$ cat src/rtl/aukv_irq_pkg.sv
// aukv_irq_pkg: shared FSM states, config register map and STATUS layout for aukv_irq_ctrl
package aukv_irq_pkg;
  typedef enum logic [1:0] {
    IRQ_IDLE    = 2'd0,
    IRQ_REQ     = 2'd1,
    IRQ_SERVICE = 2'd2
  } irq_state_e;
  localparam logic [1:0] ADDR_ENABLE  = 2'd0;
  localparam logic [1:0] ADDR_MODE    = 2'd1;
  localparam logic [1:0] ADDR_PENDING = 2'd2;
  localparam logic [1:0] ADDR_STATUS  = 2'd3;
  localparam int STAT_STATE_LSB = 8;
  localparam int STAT_BUSY_BIT  = 7;
  function automatic int id_width(input int n);
    return n > 1 ? $clog2(n) : 1;
  endfunction
endpackage

$ cat src/rtl/aukv_irq_prio_enc.sv
// aukv_irq_prio_enc: lowest-index-wins priority encoder
module aukv_irq_prio_enc #(
  parameter int N_IRQ = 8,
  parameter int ID_W  = 3
) (
  input  logic [N_IRQ-1:0] req,
  output logic [ID_W-1:0]  id,
  output logic             any
);
  always_comb begin
    id = '0;
    for (int i = N_IRQ - 1; i >= 0; i--) if (req[i]) id = ID_W'(i);
  end
  assign any = |req;
endmodule

$ cat src/rtl/aukv_irq_ctrl.sv
// aukv_irq_ctrl: N-source interrupt controller with claim/complete handshake for the Auk-V core.
// Define AUKV_IRQ_SYNC_EN to put a 2-flop synchroniser in front of every i_irq bit.
module aukv_irq_ctrl
  import aukv_irq_pkg::*;
#(
  parameter int          N_IRQ        = 8,
  parameter logic [31:0] RESET_ENABLE = 32'd0,
  localparam int         ID_W         = id_width(N_IRQ)
) (
  input  logic             i_clk,
  input  logic             i_rst,
  input  logic [N_IRQ-1:0] i_irq,
  output logic             o_irq,
  output logic [ID_W-1:0]  o_irq_id,
  input  logic             i_ack,
  input  logic             i_eoi,
  output logic             o_busy,
  output logic [ID_W-1:0]  o_active_id,
  input  logic             i_cfg_we,
  input  logic [1:0]       i_cfg_addr,
  input  logic [31:0]      i_cfg_wdata,
  output logic [31:0]      o_cfg_rdata
);
  irq_state_e state, state_nxt;
  logic [N_IRQ-1:0] irq_s, irq_q, irq_d, enable, mode, pending, pending_nxt, eligible, w1c, claim;
  logic [ID_W-1:0] win_id, id_nxt, act_nxt;
  logic win_any, unused_wdata;
  logic [31:0] status;
`ifdef AUKV_IRQ_SYNC_EN
  logic [N_IRQ-1:0] sync1, sync2;
  always_ff @(posedge i_clk or posedge i_rst)
    if (i_rst) {sync2, sync1} <= '0;
    else {sync2, sync1} <= {sync1, i_irq};
  assign irq_s = sync2;
`else
  assign irq_s = i_irq;
`endif
  assign unused_wdata = ^i_cfg_wdata;
  assign eligible = pending & enable;
  assign w1c = (i_cfg_we && i_cfg_addr == ADDR_PENDING) ? i_cfg_wdata[N_IRQ-1:0] : '0;
  assign claim = (state == IRQ_REQ && i_ack) ? (N_IRQ'(1) << o_irq_id) : '0;
  // edge channels: a fresh rising edge beats any clear landing in the same cycle
  assign pending_nxt = (mode & ((irq_q & ~irq_d) | (pending & ~(w1c | claim)))) | (~mode & irq_q);
  always_ff @(posedge i_clk or posedge i_rst)
    if (i_rst) begin
      irq_q   <= '0;
      irq_d   <= '0;
      pending <= '0;
      mode    <= '0;
      enable  <= RESET_ENABLE[N_IRQ-1:0];
    end else begin
      irq_q   <= irq_s;
      irq_d   <= irq_q;
      pending <= pending_nxt;
      if (i_cfg_we && i_cfg_addr == ADDR_ENABLE) enable <= i_cfg_wdata[N_IRQ-1:0];
      if (i_cfg_we && i_cfg_addr == ADDR_MODE) mode <= i_cfg_wdata[N_IRQ-1:0];
    end
  aukv_irq_prio_enc #(.N_IRQ(N_IRQ), .ID_W(ID_W)) u_enc (
    .req(eligible),
    .id (win_id),
    .any(win_any)
  );
  always_comb begin
    state_nxt = state;
    id_nxt    = o_irq_id;
    act_nxt   = o_active_id;
    unique case (state)
      IRQ_IDLE: if (win_any) begin
        state_nxt = IRQ_REQ;
        id_nxt    = win_id;
      end
      IRQ_REQ: if (i_ack) begin
        state_nxt = IRQ_SERVICE;
        act_nxt   = o_irq_id;
      end else if (!eligible[o_irq_id]) state_nxt = IRQ_IDLE;
      IRQ_SERVICE: if (i_eoi) state_nxt = IRQ_IDLE;
      default: state_nxt = IRQ_IDLE;
    endcase
  end
  always_ff @(posedge i_clk or posedge i_rst)
    if (i_rst) begin
      state       <= IRQ_IDLE;
      o_irq_id    <= '0;
      o_active_id <= '0;
    end else begin
      state       <= state_nxt;
      o_irq_id    <= id_nxt;
      o_active_id <= act_nxt;
    end
  assign o_irq  = state == IRQ_REQ;
  assign o_busy = state == IRQ_SERVICE;
  assign status = (32'(state) << STAT_STATE_LSB) | (32'(o_busy) << STAT_BUSY_BIT) | 32'(o_active_id);
  always_comb
    o_cfg_rdata = i_cfg_addr == ADDR_ENABLE  ? 32'(enable)  :
                  i_cfg_addr == ADDR_MODE    ? 32'(mode)    :
                  i_cfg_addr == ADDR_PENDING ? 32'(pending) : status;
endmodule

$ cat config.mk
export PLATFORM = sky130hd
export DESIGN_NAME = aukv_irq_ctrl
export DESIGN_NICKNAME = d
export VERILOG_FILES = /design/src/rtl/aukv_irq_pkg.sv /design/src/rtl/aukv_irq_prio_enc.sv /design/src/rtl/aukv_irq_ctrl.sv
export SDC_FILE = /design/constraint.sdc
export NUM_CORES = 1
export LEC_CHECK = 0
export CORE_UTILIZATION = 47
export CTS_BUF_LIST = sky130_fd_sc_hd__clkbuf_4 sky130_fd_sc_hd__clkbuf_8 sky130_fd_sc_hd__clkbuf_16
export DETAILED_ROUTE_END_ITERATION = 8
export HOLD_SLACK_MARGIN = 0.03
export PLACE_DENSITY = 0.95
export SYNTH_ARGS = -nofsm -noshare
export SYNTH_HDL_FRONTEND = slang
export SYNTH_SLANG_ARGS = --single-unit
$ cat constraint.sdc
create_clock -name i_clk -period 4.1 [get_ports i_clk]
set_input_delay 0.41 -clock i_clk [delete_from_list [all_inputs] [get_ports i_clk]]
set_output_delay 0.41 -clock i_clk [all_outputs]
set_load 0.01 [all_outputs]
==> impl_results.md <==
* Tcrit/Tclk final at 0.6946
* Bufs and invs on worst path at 2
* Simple-Gate Fraction of Synth Area at 0.1076
* WP data required at roughly 3.7 ns
* Peak supply drop at approximately 0.33 mV
* Overflow after GRT at 0
* Cell Chain, Critical Path: clkdlybuf4s50_1, nor2b_2, nand2_1, o21ai_0, clkdlybuf4s50_1
* Post-synth EDFFs at 0
* Mean area per synthesized cell at 11.87 sq um
* RSZ-0062 raised after global routing: no
* Drt first pass iters at 5
* Syn Std Cell Area at 0.002303 sq mm
* DR WL/cell at 15.89 microns
* Commonest cells after routing, fill and taps aside: 48 x dfrtp_1, 40 x clkdlybuf4s50_1, 28 x nand2_1
* Max stage delay on crit path at 0.85 ns
* CTS Buffer Depth at 2
* Fraction of the mapped netlist area in adder cells at 0
* Setup Viol. Count Final at 0
* Hold_buf cts at 0
* Final Hold Viols at 0
* Synth Warn # at 0
* Slew @ Worst Pin at just under 1 ns
* Worst slew margin at 0.3529
* Initial Utilization at 0.4877
* Hold Path Depth at 0
* Largest delay share family, worst path: buffers and inverters
* Reg2reg setup slack at 2.53 ns
* Clock-pin slew on the worst setup and hold paths at 0.08 ns
* Via count at 1667
* Chip height at 72.01 microns
* Critical Path End Type: output pin
* PostCTS Resize Cnt at 0
* Area Overhead vs Synth at 22.71%
* Final wirelength at 4816 microns
* DIE WIDTH at 72.01 microns
* Clk_lat worst skew at 0.31 ns
* Cell row count at 25
* Hold EP: irq_d[2]
* Initial antenna violation count at 0
* Mux contribution to synthesized area at 0.1733
* Slowest library cell on the worst path: clkdlybuf4s50_1
* Num CTS Buffers at 5
* Pre-CTS setup slack at 1.240 ns
* Largest net degree at the start of global routing at 49
* Fraction of layout cells with a size suffix above 1 at 0.1610
* Synth Area in XOR/XNOR at 0
* Routed Antenna Nets at 0
* Max-cap viol count at 0
* Reg-to-reg startpoint: state[1]
* Distinct cells, synth at 31
* Mapped Cells at 194
* Critical path peak fanout at 13
* Outcome: completed
* FMAX at 0.3512 GHz
* LEAKAGE at 1.264 nW
* H-tree depth at 2
* Seq. cell area at 0.001201 sq mm
* Cell repeated most along the worst path: clkdlybuf4s50_1
* Arr. time, crit path at 2.44 ns
* Post-synthesis register bit count at 48
* Setup Buffers After CTS at 0
* R2r worst-path depth at 4
* First-pass GRT wire length at 7900 microns
* Synth Area in Compound Gates at 0.1032
* Critical Path Source Type: input port
* Synth Flop Type: dfrtp_1
* Setup Skew at ~0.0085 ns
* Port buffer count at 40
* Final worst path period need at 2.848 ns
* CTS tree: yes
* Final GP Congestion at 0.9406
* Vias in the first global route at 1556
* Top Ports at 87
* DIE AREA at 0.005185 sq mm
* GRT Util Overall at 0.2058
* Fillers at roughly 390
* Power Dens Cells at between 500 and 600 mW/mm^2
* N_diodes at 0
* Nets at 282
* Vias per std cell at 5.502
* Hold Crit Class: flip-flop to flip-flop
* Clk sinks at 48
* Final WS setup at 1.252 ns
* Commonest non-fill, non-tap cell in the layout: dfrtp_1
* Pins Over Slew Limit at 0
* Share of flip-flops with an asynchronous set or reset at 1.000
* DR DRC count at 0
* Root Buffer: clkbuf_8
* Register area share after synthesis at 0.5215
* Hold path start: irq_q[2]
* Iter 0 DRT Violations at roughly 140
* Worst reg2reg path endpoint: pending[3]
* CORE AREA at 0.004723 sq mm
* Largest family of logic cells by synthesized area: multiplexers
* Dpl hpwl at 3362 microns
* Multi-input gate area at 967.2 sq um
* Post-Route Setup TNS at 0 ns
* Crit path kind: input port to output pin
how the worst max path moves through the flow:
| stage | slack [ns] | cells after the start | start | endpoint |
|---|---|---|---|---|
| 3_3_place_gp | 1.29 | 5 | i_cfg_addr[1] | o_cfg_rdata[3] |
| 2_1_floorplan | 2.55 | 1 | i_rst | enable[0] |
| 3_5_place_dp | 1.24 | 3 | i_cfg_addr[0] | o_cfg_rdata[7] |
| 4_1_cts | 1.24 | 3 | i_cfg_addr[0] | o_cfg_rdata[7] |
| 6_report | 1.25 | 5 | i_cfg_addr[1] | o_cfg_rdata[6] |
| 5_1_grt | 1.14 | 5 | i_cfg_addr[1] | o_cfg_rdata[3] |
through the flow:
stage	cells	hold slack, ns	utilization	power (mW)	instance area, sq um
after detailed placement	295	0.3674	0.5648	1.183	2668
final	303	0.3832	0.5984	1.643	2826
after floorplan	215	0.3543	-	0.9809	2382
after CTS	303	0.3873	0.5984	1.648	2826
after global routing	303	0.4013	0.5984	1.731	2826
after global placement	295	0.3607	0.5648	1.159	2668
report_power, final:
group / internal [mW] / total (mW) / switching [mW]
clock: 0.305 / 0.465 / 0.160
sequential: 0.566 / 0.684 / 0.118
combinational: 0.281 / 0.494 / 0.213
total: 1.15 / 1.64 / 0.490
state kept, by name, summed over array words and instances (netlist names):
signal       flops
state            2
mode             8
irq_q            8
irq_d            8
o_irq_id         3
enable           8
pending          8
o_active_id      3
layer usage:
layer  GRT usage  up-vias  share of wire
li1            -      730              -
met1      0.2674      846           0.40
met2      0.3333       83           0.51
met3     0.05139        8          0.077
met4     0.08279        0          0.015
met5           0        -              0
synth_stat cells, types with 2 or more instances:
cell type	n	area [sq um]
a221oi_1	6	52.55
nand3_1	7	35.03
mux2_2	19	214.0
a22o_1	2	17.52
nand2_1	28	105.1
dfrtp_1	48	1201
o21ai_0	5	25.02
a32oi_1	2	17.52
and3_1	3	18.77
a21o_1	7	52.55
inv_1	4	15.01
buf_2	3	15.01
buf_4	23	172.7
a21oi_1	6	30.03
mux2i_1	5	50.05
mux4_2	6	135.1
nor2b_1	3	18.77
nand2b_1	2	12.51
nor2_1	3	11.26
final cells by class:
type | instances | area share
Timing Repair Buffer | 40 | 0.1417
Clock buffer | 5 | 0.02435
Multi-Input combinational cell | 136 | 0.3422
Inverter | 4 | 0.005312
Tap cell | 67 | 0.02966
Clock inverter | 3 | 0.03187
Sequential cell | 48 | 0.4250
worst reg2reg max path, stage by stage (launching register included):
cell      delay, ns
dfrtp_1        0.42
nand3b_1       0.32
nor2_1         0.36
nand3_1        0.13
a22o_1         0.23
cells by family after synthesis:
family / count (synthesis)
compound gates: 33
buf+inv: 31
flops: 48
mux: 30
other cells: 1
simple gates: 51
(Power assumes the default switching activity.)
